**src/rtl/ph_fifo_n.sv**
```systemverilog
// Parasite-to-host show-ahead FIFO with latch/burst presentation, occupancy count and sticky error flags.
// Latency: data visible on h_data one edge after the write; status follows registered state one edge after a strobe.
// Backpressure: p_full stalls the parasite (drop and flag on violation); h_data_available gates the host.
module ph_fifo_n #(
    parameter int              WIDTH       = 8,
    parameter int              DEPTH       = 2,
    parameter int              BURST       = DEPTH,
    parameter int              RESET_PRIME = 1,
    parameter logic [WIDTH-1:0] RESET_DATA = WIDTH'(8'hAA)
) (
    input  logic                       phi2,
    input  logic                       rst,
    input  logic                       one_byte_mode,
    input  logic                       p_we,
    input  logic [WIDTH-1:0]           p_data,
    output logic                       p_full,
    output logic                       p_overflow,
    input  logic                       h_re,
    output logic [WIDTH-1:0]           h_data,
    output logic                       h_data_available,
    output logic                       h_zero_bytes_available,
    output logic                       h_underflow,
    output logic [$clog2(DEPTH+1)-1:0] h_count
);

    localparam int AW = $clog2(DEPTH);
    localparam int CW = $clog2(DEPTH+1);

    typedef enum logic {FILL = 1'b0, DRAIN = 1'b1} phase_t;

    logic [WIDTH-1:0] mem [DEPTH];
    logic [AW-1:0]    wr_ptr;
    logic [AW-1:0]    rd_ptr;
    logic [CW-1:0]    count;
    logic [CW-1:0]    cnt_n;
    phase_t           phase;
    logic             mode_q;
    logic             wr_acc;
    logic             rd_acc;
    logic             cnt_nz;

    assign cnt_nz = (count != '0);

    assign p_full                 = one_byte_mode ? cnt_nz : (phase == DRAIN);
    assign h_data_available       = one_byte_mode ? cnt_nz : (phase == DRAIN);
    assign h_zero_bytes_available = !cnt_nz;
    assign h_data                 = mem[rd_ptr];
    assign h_count                = count;

    assign rd_acc = h_re & cnt_nz;
    // A latch being emptied this cycle can take the new byte at the same edge.
    assign wr_acc = p_we & (!p_full | (one_byte_mode & rd_acc));

    always_comb begin
        cnt_n = count;
        if (wr_acc && !rd_acc)
            cnt_n = count + 1'b1;
        else if (rd_acc && !wr_acc)
            cnt_n = count - 1'b1;
    end

    always_ff @(posedge phi2) begin
        if (rst) begin
            for (int i = 0; i < DEPTH; i++)
                mem[i] <= RESET_DATA;
            wr_ptr      <= AW'(RESET_PRIME);
            rd_ptr      <= '0;
            count       <= CW'(RESET_PRIME);
            phase       <= (RESET_PRIME != 0) ? DRAIN : FILL;
            mode_q      <= one_byte_mode;
            p_overflow  <= 1'b0;
            h_underflow <= 1'b0;
        end else begin
            mode_q <= one_byte_mode;
            if (wr_acc) begin
                mem[wr_ptr] <= p_data;
                wr_ptr      <= wr_ptr + 1'b1;
            end
            if (rd_acc)
                rd_ptr <= rd_ptr + 1'b1;
            count <= cnt_n;
            if (p_we && !wr_acc)
                p_overflow <= 1'b1;
            if (h_re && !cnt_nz)
                h_underflow <= 1'b1;
            // Leaving latch mode re-derives the phase from occupancy.
            if (mode_q && !one_byte_mode)
                phase <= (cnt_n >= CW'(BURST)) ? DRAIN : FILL;
            else if (phase == FILL && cnt_n >= CW'(BURST))
                phase <= DRAIN;
            else if (phase == DRAIN && cnt_n == '0)
                phase <= FILL;
        end
    end

endmodule
```
**config.mk**
```make
export PLATFORM = sky130hd
export DESIGN_NAME = ph_fifo_n
export DESIGN_NICKNAME = d
export VERILOG_FILES = /design/src/rtl/ph_fifo_n.sv
export SDC_FILE = /design/constraint.sdc
export NUM_CORES = 1
export LEC_CHECK = 0
export CAP_MARGIN = 15
export CORE_MARGIN = 2
export CORE_UTILIZATION = 43
export DETAILED_ROUTE_END_ITERATION = 7
export PLACE_DENSITY_LB_ADDON = 0.12
export SETUP_SLACK_MARGIN = 0.05
export SLEW_MARGIN = 20
export SYNTH_ARGS = -nofsm -noshare
export SYNTH_HDL_FRONTEND = slang
export SYNTH_SLANG_ARGS = --single-unit
```
**constraint.sdc**
```tcl
create_clock -name phi2 -period 1.8 [get_ports phi2]
set_input_delay 0.36 -clock phi2 [delete_from_list [all_inputs] [get_ports phi2]]
set_output_delay 0.36 -clock phi2 [all_outputs]
set_load 0.02 [all_outputs]
```
==> impl_metrics.yaml <==
route:
  postRouteAntennaNets: 0
  wirelength_mm: 2.23
  route.met2.wl_mm: 1.14
  wl_per_cell_um: 13.5
  drc: 0
  dr_wl_met3_um: 69
  top_layer: "met4"
  met1_length_um: 990
  drt_iter0_drc: 6
  vias: 811
  viasPerCell: 4.92
  first_pass_iters: 2
die:
  die_area_sq_um: 3080
  start_util_pct: 45.6
  die_w_um: 55.5
  die_h_um: 55.5
  ios: 28
  rows: 18
  core-area_sq_um: 2500
clock_tree:
  cts_sinks: 25
  numCtsBuffers: 3
  htree_levels: 1
  cts-root-buf: "clkbuf_4"
  cts_tree: "built"
  clk_latency_ns: 0.31
  clockBufferDepth: 2
  cts.reportedPaths.clkPinSlew_ns: 0.13
layout:
  nets: 151
  fill_cells: 191
  utilization_pct: 66.3
  final_cell_area_sq_um: 1660
  drive_gt1_share_pct: 41.5
  syn2layout_area_growth_pct: 45.3
  antenna_cells: 0
  ff_latch_area_sq_um: 664
  final_common_cell: "edfxtp_1"
  layout_common_cells: "edfxtp_1, clkdlybuf4s50_1, buf_4"
  multi_input_area_sq_um: 528
synth:
  syn_area_sq_um: 1140
  seq_area_frac_synth_pct: 57.9
  synthesis.nets: 105
  synth_cell_type_count: 29
  avgSynthCellArea_sq_um: 12.7
  synth-seq-cells: 25
  async_flop_share_pct: 0
  synth_edf_count: 16
  syn-instance-count: 90
  yosys_warnings: 0
  ys.flop_type: "edfxtp_1"
place:
  hpwl_mm: 1.65
  place_area_sq_um: 1580
  port_buffers: 27
  gp_congestion: 0.735
timing:
  setup-tns-final_ns: 0
  post-route-min-period_ns: 1.77
  finalCritPeriodShare_pct: 98.1
  hold_viol: 0
  hold_ws_ns: 0.291
  setup-violations-final: 0
  fin_skew_ns: 0.00418
  worst_pin_slew_ns: 0.326
  final_max_slew_viol_count: 0
  rsz0062_at_grt: "true"
  fmax_ghz: 0.566
  slew_headroom_pct: 78.2
critical_path:
  cp_common_cell: "buf_6"
  r2r_cells: 8
  critPathTopFamily: "flip-flops"
  crit_arrival_ns: 1.98
  required_ns: 2.02
  timing.rr.end: "phase"
  path_class: "flop to flop"
  slowest_delay_ns: 0.36
  worst_r2r_startpoint: "h_count[0]"
  critPathCaptureType: "flop"
  path_cells: "inv_2, buf_6, ha_4, nor2b_4, buf_6, xnor2_4, xnor2_2, a311o_1"
  crit_buf_inv: 3
  ff2ff_setup_slack_ns: 0.03
  cpMaxStageDelayCell: "dfxtp_2"
  start_kind: "flop"
  path_max_fanout: 6
worst_hold_path:
  worstHoldStart: "one_byte_mode"
  worstHoldEndpoint: "mode_q"
  min_delay_path_depth: 1
  hold_class: "primary input to flop"
power_and_ir_drop:
  total_power_mw: 1.97
  leakagePower_nw: 0.631
  power_density_nw_per_um2: 1190
  max-vdd-ir-drop_mv: 0.838
run_status:
  status: "finished, final reports clean"
global_route:
  grtUsageTotal_pct: 14.9
  overflow: 0
  grt_pass1_vias: 778
  antenna_found_initial: 0
  grt_pass1_wl_mm: 3.62
  grt_max_degree: 14
job:
  cap_violations: 0
==> worst max-delay path by stage <==
stage,startpoint,to,cells past startpoint
after global routing,h_count[1],phase,8
after global placement,one_byte_mode,h_data_available,4
after detailed placement,one_byte_mode,p_full,4
final,h_count[0],phase,8
after floorplan,h_count[1],phase,7
after CTS,h_count[0],p_full,5
==> sequential cells by signal, indices dropped and copies added (netlist names), named ones only <==
signal / count
wr_ptr: 1
mode_q: 1
rd_ptr: 1
phase: 1
h_underflow: 1
h_count: 2
mem: 16
p_overflow: 1
==> cells in the mapped netlist (2+ instances only) <==
| master | count | share of area (%) |
|---|---|---|
| edfxtp_1 | 16 | 42 |
| dfxtp_1 | 9 | 16 |
| nand2b_1 | 9 | 4.9 |
| and2_1 | 8 | 4.4 |
| mux2_2 | 8 | 7.9 |
| nor2_1 | 5 | 1.6 |
| or3_1 | 5 | 2.7 |
| xnor2_1 | 3 | 2.3 |
| a21oi_1 | 2 | 0.88 |
| clkbuf_1 | 2 | 0.66 |
| ha_1 | 2 | 2.2 |
| inv_1 | 2 | 0.66 |
| nor2b_1 | 2 | 1.1 |
| o21ai_0 | 2 | 0.88 |
==> layout make-up <==
class | instances | area share [%]
sequential | 25 | 40.1
tap | 30 | 2.26
clock buffer | 4 | 1.58
multi-input combinational | 59 | 31.8
timing repair buffer | 45 | 23.8
inverter | 2 | 0.453
==> where the power goes <==
group	switching, mW	leakage [nW]	internal (mW)
combinational	0.451	0.399	0.516
sequential	0.0464	0.217	0.706
clock	0.162	0.0150	0.0866
==> layer usage <==
layer  GRT usage [%]  vias up
met5               0        -
met4            3.14        0
met3            3.51        4
met2            24.3       16
met1            20.1      377
li1                -      414
==> timing repair <==
action,in CTS,in global routing
hold buffers,0,0
endpoints found under the setup margin,20,35
gates resized for setup,32,26
pin swaps,2,5
buffers inserted,1,1
==> metrics by stage <==
stage / setup slack (ns) / instances
after floorplan: 0.0608 / 90
after global placement: -0.274 / 159
final: 0.0343 / 165
after global routing: -0.0225 / 165
after CTS: -0.0520 / 164
after detailed placement: -0.301 / 159
==> cell families after synthesis <==
family	count (synthesis)	synth area share (%)
and+or+nand+nor	35	19.3
DFF	25	57.9
AOI/OAI and AO/OA	11	7.46
muxes	8	7.90
buffers and inverters	6	2.96
xor gates and xnor gates	3	2.30
adders and majority gates	2	2.19
(Power assumes the default switching activity.)
